`config.mk`:
```
export PLATFORM = sky130hd
export DESIGN_NAME = alu_control_stage
export DESIGN_NICKNAME = d
export VERILOG_FILES = /design/src/rtl/alu_pkg.sv /design/src/rtl/alu_op_decoder.sv /design/src/rtl/alu_control_stage.sv
export SDC_FILE = /design/constraint.sdc
export NUM_CORES = 1
export LEC_CHECK = 0
export BUFFER_PORTS_ARGS = -buffer_cell sky130_fd_sc_hd__buf_2
export CAP_MARGIN = 40
export CORE_AREA = 2 2 86 88
export CTS_BUF_LIST = sky130_fd_sc_hd__clkbuf_16
export DETAILED_ROUTE_END_ITERATION = 16
export DIE_AREA = 0 0 88 90
export MAX_ROUTING_LAYER = met4
export PLACE_DENSITY = 0.86
export SETUP_SLACK_MARGIN = 0.15
export SKIP_CTS_REPAIR_TIMING = 1
export SLEW_MARGIN = 0
export SYNTH_ARGS = -nofsm -noshare
export SYNTH_HDL_FRONTEND = slang
export SYNTH_HIERARCHICAL = 1
export SYNTH_SLANG_ARGS = --single-unit
export TNS_END_PERCENT = 30
```
`constraint.sdc`:
```
create_clock -name clk -period 5.85 [get_ports clk]
set_input_delay 0.585 -clock clk [delete_from_list [all_inputs] [get_ports clk]]
set_output_delay 0.585 -clock clk [all_outputs]
set_load 0.01 [all_outputs]
```
`src/rtl/alu_pkg.sv`:
```
// Shared ALU definitions: operation codes, RISC-V opcodes, NOP word and the control-stage entry type.
// Macro ALU_CTRL_ILLEGAL_EN adds the illegal flag to each buffered entry.
package alu_pkg;

    localparam logic [3:0] ALU_OP_ADD  = 4'b0000;
    localparam logic [3:0] ALU_OP_ADDI = 4'b0000;
    localparam logic [3:0] ALU_OP_SUB  = 4'b0001;
    localparam logic [3:0] ALU_OP_SRLI = 4'b0011;
    localparam logic [3:0] ALU_OP_LUI  = 4'b1000;
    localparam logic [3:0] ALU_OP_ORI  = 4'b1001;
    localparam logic [3:0] ALU_OP_SLLI = 4'b1100;

    localparam logic [6:0] OPC_LUI    = 7'b0110111;
    localparam logic [6:0] OPC_OP_IMM = 7'b0010011;
    localparam logic [6:0] OPC_OP     = 7'b0110011;
    localparam logic [6:0] OPC_LOAD   = 7'b0000011;
    localparam logic [6:0] OPC_STORE  = 7'b0100011;
    localparam logic [6:0] OPC_JAL    = 7'b1101111;
    localparam logic [6:0] OPC_JALR   = 7'b1100111;
    localparam logic [6:0] OPC_BRANCH = 7'b1100011;

    localparam logic [6:0] F7_ZERO = 7'b0000000;
    localparam logic [6:0] F7_ALT  = 7'b0100000;

    localparam logic [31:0] INSTR_NOP = 32'h0000_0013;

    typedef enum logic [1:0] {
        ST_EMPTY = 2'd0,
        ST_ONE   = 2'd1,
        ST_FULL  = 2'd2
    } buf_state_e;

    typedef struct packed {
        logic [31:0] instr;
        logic [3:0]  op;
`ifdef ALU_CTRL_ILLEGAL_EN
        logic        illegal;
`endif
    } entry_t;

endpackage

```
`src/rtl/alu_op_decoder.sv`:
```
// Combinational instruction-to-ALU-operation decoder.
// Macro ALU_CTRL_ILLEGAL_EN adds illegal_o for unsupported encodings.
module alu_op_decoder
    import alu_pkg::*;
(
    input  logic [31:0] instr_i,
    output logic [3:0]  op_o
`ifdef ALU_CTRL_ILLEGAL_EN
    ,
    output logic        illegal_o
`endif
);

    logic [6:0] opc;
    logic [2:0] f3;
    logic [6:0] f7;

    assign opc = instr_i[6:0];
    assign f3  = instr_i[14:12];
    assign f7  = instr_i[31:25];

    always_comb begin
        op_o = ALU_OP_ADD;
`ifdef ALU_CTRL_ILLEGAL_EN
        illegal_o = 1'b0;
`endif
        casez ({f7, f3, opc})
            {7'b???????, 3'b???, OPC_LUI}:    op_o = ALU_OP_LUI;
            {7'b???????, 3'b110, OPC_OP_IMM}: op_o = ALU_OP_ORI;
            {7'b???????, 3'b000, OPC_OP_IMM}: op_o = ALU_OP_ADDI;
            {F7_ZERO,    3'b001, OPC_OP_IMM}: op_o = ALU_OP_SLLI;
            {F7_ZERO,    3'b101, OPC_OP_IMM}: op_o = ALU_OP_SRLI;
            {F7_ZERO,    3'b000, OPC_OP}:     op_o = ALU_OP_ADD;
            {F7_ALT,     3'b000, OPC_OP}:     op_o = ALU_OP_SUB;
            {7'b???????, 3'b???, OPC_LOAD},
            {7'b???????, 3'b???, OPC_STORE},
            {7'b???????, 3'b???, OPC_JAL},
            {7'b???????, 3'b???, OPC_JALR}:   op_o = ALU_OP_ADD;
            // beq/bne compare by subtraction
            {7'b???????, 3'b00?, OPC_BRANCH}: op_o = ALU_OP_SUB;
            default: begin
                op_o = ALU_OP_ADD;
`ifdef ALU_CTRL_ILLEGAL_EN
                illegal_o = 1'b1;
`endif
            end
        endcase
    end

endmodule

```
`src/rtl/alu_control_stage.sv`:
```
// ALU control stage: decodes on input, buffers decoded entries in a 2-entry skid buffer.
// Macro ALU_CTRL_ILLEGAL_EN adds the Illegal_o port and stores the illegal flag per entry.
//   state    | meaning
//   ST_EMPTY | no entries, outputs idle (NOP)
//   ST_ONE   | head valid, skid free
//   ST_FULL  | head and skid valid, input stalled
module alu_control_stage
    import alu_pkg::*;
(
    input  logic        clk,
    input  logic        reset,
    input  logic [31:0] Instruction_i,
    input  logic        In_Valid_i,
    output logic        In_Ready_o,
    input  logic        Flush_i,
    output logic        Out_Valid_o,
    input  logic        Out_Ready_i,
    output logic [3:0]  ALU_Operation_o,
    output logic [31:0] Instruction_o
`ifdef ALU_CTRL_ILLEGAL_EN
    ,
    output logic        Illegal_o
`endif
);

    buf_state_e state_q, state_d;
    entry_t     head_q, head_d;
    entry_t     skid_q, skid_d;
    entry_t     dec_entry;
    entry_t     idle_entry;
    logic       in_ready_q, in_ready_d;
    logic       out_valid;
    logic       xfer_in, xfer_out;
    logic [3:0] dec_op;
`ifdef ALU_CTRL_ILLEGAL_EN
    logic       dec_illegal;
`endif

    alu_op_decoder u_dec (
        .instr_i   (Instruction_i),
        .op_o      (dec_op)
`ifdef ALU_CTRL_ILLEGAL_EN
        ,
        .illegal_o (dec_illegal)
`endif
    );

    always_comb begin
        dec_entry.instr  = Instruction_i;
        dec_entry.op     = dec_op;
        idle_entry.instr = INSTR_NOP;
        idle_entry.op    = ALU_OP_ADD;
`ifdef ALU_CTRL_ILLEGAL_EN
        dec_entry.illegal  = dec_illegal;
        idle_entry.illegal = 1'b0;
`endif
    end

    assign out_valid = (state_q != ST_EMPTY);
    assign xfer_in   = In_Valid_i & in_ready_q;
    assign xfer_out  = out_valid & Out_Ready_i;

    always_ff @(posedge clk or posedge reset) begin
        if (reset) begin
            state_q    <= ST_EMPTY;
            in_ready_q <= 1'b0;
        end else begin
            state_q    <= state_d;
            in_ready_q <= in_ready_d;
        end
    end

    always_comb begin
        state_d = state_q;
        case (state_q)
            ST_EMPTY: if (xfer_in) state_d = ST_ONE;
            ST_ONE: begin
                if (xfer_in && !xfer_out)      state_d = ST_FULL;
                else if (!xfer_in && xfer_out) state_d = ST_EMPTY;
            end
            ST_FULL:  if (xfer_out) state_d = ST_ONE;
            default:  state_d = ST_EMPTY;
        endcase
        if (Flush_i) state_d = ST_EMPTY;
        // Registered ready looks at the next state so it never depends on Out_Ready_i combinationally
        in_ready_d = (state_d != ST_FULL);
    end

    always_comb begin
        head_d = head_q;
        skid_d = skid_q;
        case (state_q)
            ST_EMPTY: if (xfer_in) head_d = dec_entry;
            ST_ONE: begin
                if (xfer_in && xfer_out) head_d = dec_entry;
                else if (xfer_in)        skid_d = dec_entry;
            end
            ST_FULL:  if (xfer_out) head_d = skid_q;
            default: ;
        endcase
    end

    always_ff @(posedge clk or posedge reset) begin
        if (reset) begin
            head_q <= idle_entry;
            skid_q <= idle_entry;
        end else begin
            head_q <= head_d;
            skid_q <= skid_d;
        end
    end

    always_comb begin
        In_Ready_o      = in_ready_q;
        Out_Valid_o     = out_valid;
        ALU_Operation_o = out_valid ? head_q.op    : ALU_OP_ADD;
        Instruction_o   = out_valid ? head_q.instr : INSTR_NOP;
`ifdef ALU_CTRL_ILLEGAL_EN
        Illegal_o       = out_valid ? head_q.illegal : 1'b0;
`endif
    end

endmodule

```
# Word level (Yosys, flattened, before mapping)
# Cells that the tools add are included.
# word_totals
register_bits	75
inputBits	37
out_inout_bits	38
word_cells	45
# classes
n_eq_ne	12
muxes	13
n_bitwise	3
reduce_logical	11
# op_table
op	count
$mux 36	3
$pmux 36 s3	1
$mux 32	1
$pmux 4 s5	1
$eq 17x10->1 const B	1
$eq 17x16->1 const B	1
$eq 17x8->1 const B	1
$eq 10x10->1 const B	1
$mux 2	5
$eq 9x7->1 const B	1
$ne 2x2->1 const B	4
$eq 7x6->1 const B	1
$pmux 2 s3	1
$mux 4	1
$reduce_and 4->1	1
$logic_and 1x1->1	3
$reduce_and 3->1	1
$reduce_bool 3->1	1
$and 1x1->1	2
$eq 2x1->1 const B	1
$eq 2x2->1 const B	1
$logic_not 1->1	2
$logic_not 2->1	1
$reduce_bool 2->1	1
other kinds (2)	2

# Longest topological paths before layout
# logic_depth
word_depth	8
depth_mapped	6
ltp_nobuf	6

# Cells and area by module
# The synthesis kept the hierarchy.
# modules_own_cells
module	instances	cells_each	area_each_um2
alu_control_stage	1	292	3577.2
alu_op_decoder	1	19	198.9

# Worst setup path after synthesis
# OpenSTA, ideal clock, no wires.
# synth_timing
path_type	register to output
start	reg state_q[1]
end	out Instruction_o[22]
t_arrival_ns	1.228
required_time_ns	5.265
path_slack_ns	4.037
path_stages_with_launch	5
path_buffers	2
path_cell_list	dfrtp_1 > or2_1 > clkbuf_1 > clkbuf_1 > and2_1
# synth_via
elab_chain_cells	2
# synth_rtl
item	line_no	rtl
start, declared	alu_control_stage.sv:26	buf_state_e state_q, state_d;
start signal, assigned	alu_control_stage.sv:68	state_q <= state_d;
$reduce_bool 2->1	alu_control_stage.sv:59	assign out_valid = (state_q != ST_EMPTY);
named net Out_Valid_o	alu_control_stage.sv:16	output logic Out_Valid_o,
$mux 32	alu_control_stage.sv:117	Instruction_o = out_valid ? head_q.instr : INSTR_NOP;
end, declared	alu_control_stage.sv:19	output logic [31:0] Instruction_o
# The timed path passes the listed nets, and every way through them passes these cells.

# Worst setup path in the final report
# layout_timing
start	reg state_q[0]
end	out ALU_Operation_o[1]
# layout_via
elab_chain_cells	2
# layout_rtl
item	line_no	rtl
$reduce_bool 2->1	alu_control_stage.sv:59	
$mux 4	alu_control_stage.sv:116	ALU_Operation_o = out_valid ? head_q.op : ALU_OP_ADD;
end, declared	alu_control_stage.sv:18	output logic [3:0] ALU_Operation_o,
# No other way between the ends.

==> summary.txt <==
Worst setup path
  – CP startpoint kind: flop
  – Max incr delay on CP: 0.46 ns
  – CP max-delay cell: or2_1
  – Crit path capture type: output pin
  – Cell family with most CP delay: simple AND/OR/NAND/NOR gates
  – Crit path max fanout: 20
  – Reg2reg path depth: 5
  – Critical path buffers and inverters: 2
  – CP required: approximately 5.3 ns
  – Type of the worst setup path: flop to output pin
  – Critical-path cell list: or2_1 -> buf_6 -> and2_1 -> buf_2
  – Worst EP arrival: ~1.8 ns
  – CP Depth: 4

Die
  – Initial core utilization: 53.8%
  – FP Rows: 31
  – Die width: 88 µm
  – Full die area: 7920 µm²
  – Vert. Die Dim: 90 µm
  – Ports: 75
  – CORE AREA: 7020 µm²

Cells and area
  – Layout cells sized above 1: between 30% and 40%
  – Multi-input gate area: 1720 µm²
  – Post-route cell area: 4520 µm²
  – Antenna Cells: 0
  – Final nets: 418
  – Fill cell count: between 500 and 600
  – Most frequent cells in the layout: 74 x buf_2, 69 x dfrtp_1, 39 x nand2_1, 37 x mux2i_1, 33 x and2_1
  – Core Util, Final: between 60 and 70%
  – Most common cell after layout, fill and taps aside: buf_2
  – Register area: roughly 1900 µm²
  – Area growth, synth to finish: 19.8%

Placement
  – Port bufs: 74
  – Dpl cell area: 4210 µm²
  – Final GP Congestion: 0.842
  – HPWL Detailed: 5.11 mm

Timing
  – Max Transition Viols Final: 0
  – Fin. Hold Viols: 0
  – FMAX: between 400 and 500 MHz
  – Unrepaired setup endpoints after global routing: false
  – Fin Setup TNS: 0 ns
  – Final Critical Period: between 2 and 2.5 ns
  – Slew Limit Headroom: 54.5%
  – # setup viols final: 0
  – Slew @ Worst Pin: between 0.6 and 0.7 ns
  – Worst hold slack: roughly 0.21 ns
  – Fin Clk Skew: 0.00627 ns
  – Fin crit share: 40.5%

Routing
  – Drt first-iter violations: 191
  – DRT Wirelength: 7.52 mm
  – TritonRoute pass-1 iters: 4
  – Antenna-violating nets left: 0
  – Routed len/inst: around 16 µm
  – DR vias/cell: 5.21
  – Drt drc: 0
  – DR vias: 2527

Clock tree
  – H-tree Lvls: 3
  – Max Buffers Root-to-Sink: 2
  – TritonCTS Buffers: 9
  – Clock latency on the worst-skew pair: about 0.33 ns
  – Clock transition at the registers of the reported paths: around 0.060 ns
  – CTS root buf: clkbuf_16
  – CTS tree: yes
  – Clock sink total: 75

Logic synthesis
  – Mapped Area: 3780 µm²
  – Syn_nets: 348
  – Combinational family with the most area after synthesis: multiplexers
  – Synth unique cells: 38
  – Mux cell area share after synthesis: roughly a quarter
  – Post-Synth Simple-Gate Area: 15.5%
  – Seq/Total Area, Yosys: 49.9%
  – Syn Area/Cell: ~12 µm²
  – Mapped Cells: approximately 310
  – Synth Area in XOR/XNOR: 0%
  – Synth Area in Compound Gates: around 6.5%
  – Flop and latch count out of synthesis: 75
  – Synth warnings: 6
  – Synth Area in Adders: 0%

GRT
  – GR Util All Layers: 20.6%
  – Largest net degree at the start of global routing: 69
  – GRT overflow: 0
  – First-pass GRT wire length: 12.3 mm
  – Number of global-route vias before repair: 2595
  – Initial antenna violation count: 0

Power
  – PwrDens: between 300 and 400 nW/µm²
  – Worst IR Drop VDD: approximately 0.20 mV
  – Static Leak: 2.37 nW

Status
  – Status: complete, no violations

Run
  – Number of max-cap violations: 0

Min path
  – Hold WC Path Type: input port to asynchronous set/reset pin
==> Yosys cell counts <==
master    instances  area, µm²
a41oi_1           1       8.76
nor2_1            4       15.0
nand4b_1          1       8.76
o221a_2           1       11.3
clkbuf_1          7       26.3
nor4b_1           1       8.76
a211o_1           2       17.5
buf_2             4       20.0
o21ai_0          31        155
nand2b_1          4       25.0
mux2_2            6       67.6
o22a_2            1       10.0
nand3b_4          1       20.0
mux2i_1          37        370
nand2b_4          1       13.8
nand4_2           1       12.5
and3b_1           1       8.76
nor4b_4           1       23.8
inv_1             3       11.3
nor3b_1           1       7.51
nand2_1          39        146
a21oi_1           2       10.0
nor2b_1           2       12.5
buf_6             1       11.3
dfrtp_1          69       1730
o32ai_1           1       8.76
or2b_1            1       7.51
o21ai_1           5       25.0
mux2_4           30        450
buf_12            4       80.1
and2_1           33        206
clkbuf_2          3       15.0
or2_1             1       6.26
nor4_4            2       42.5
dfstp_2           6        158
and2_4            1       8.76
buf_4             1       7.51
or4_4             1       11.3
==> stage by stage <==
step                      std cells  worst slack [ns]  total power, mW
after floorplan                 311              3.36            0.892
after global placement          465              3.14            0.952
after detailed placement        469              3.70            0.978
after CTS                       485              3.44             1.56
after global routing            485              3.30             1.62
final                           485              3.48             1.56
==> final timing paths <==
path	to	slack [ns]	start
hold / removal	state_q[0]	0.21	reset
max in group asynchronous	head_q[4]	5.06	reset
min in group clk	state_q[0]	0.43	Flush_i
setup / recovery	ALU_Operation_o[1]	3.48	state_q[0]
hold reg to reg	head_q[35]	0.47	head_q[35]
setup reg to reg	head_q[8]	3.68	state_q[0]
==> sequential cells by signal, summed over array words and instances, names as in the netlist <==
register    cells
In_Ready_o      1
head_q         36
skid_q         36
state_q         2
==> logic make-up after synthesis <==
logic type / after synthesis
AND/OR/NAND/NOR: 96
flip-flops: 75
multiplexers: 73
AO/OA/AOI/OAI: 44
buffers and inverters: 23
==> routing by layer <==
metal / global-route usage (%) / share of wire, % / up-vias
met5: - / 0 / -
met4: 7.44 / 1.3 / 0
met3: 3.95 / 3.9 / 8
met2: 32.4 / 50 / 57
met1: 26.4 / 45 / 1250
li1: - / - / 1212
==> worst min-delay path, delay by kind of cell <==
kind	cells	cell delay (ns)
buffers and inverters	3	0.30
==> power by group <==
part | internal [mW] | switching (mW)
clock network | 0.371 | 0.211
registers | 0.633 | 0.0581
logic | 0.161 | 0.121
total | 1.16 | 0.390
==> layout make-up <==
| cell class | count | area share [%] |
|---|---|---|
| well taps | 99 | 2.74 |
| inverters | 3 | 0.277 |
| clock inverters | 7 | 2.05 |
| multi-input cells | 213 | 38.1 |
| flip-flops and latches | 75 | 41.6 |
| repair buffers | 79 | 10.3 |
| clock buffers | 9 | 4.98 |
(Power assumes the default switching activity.)
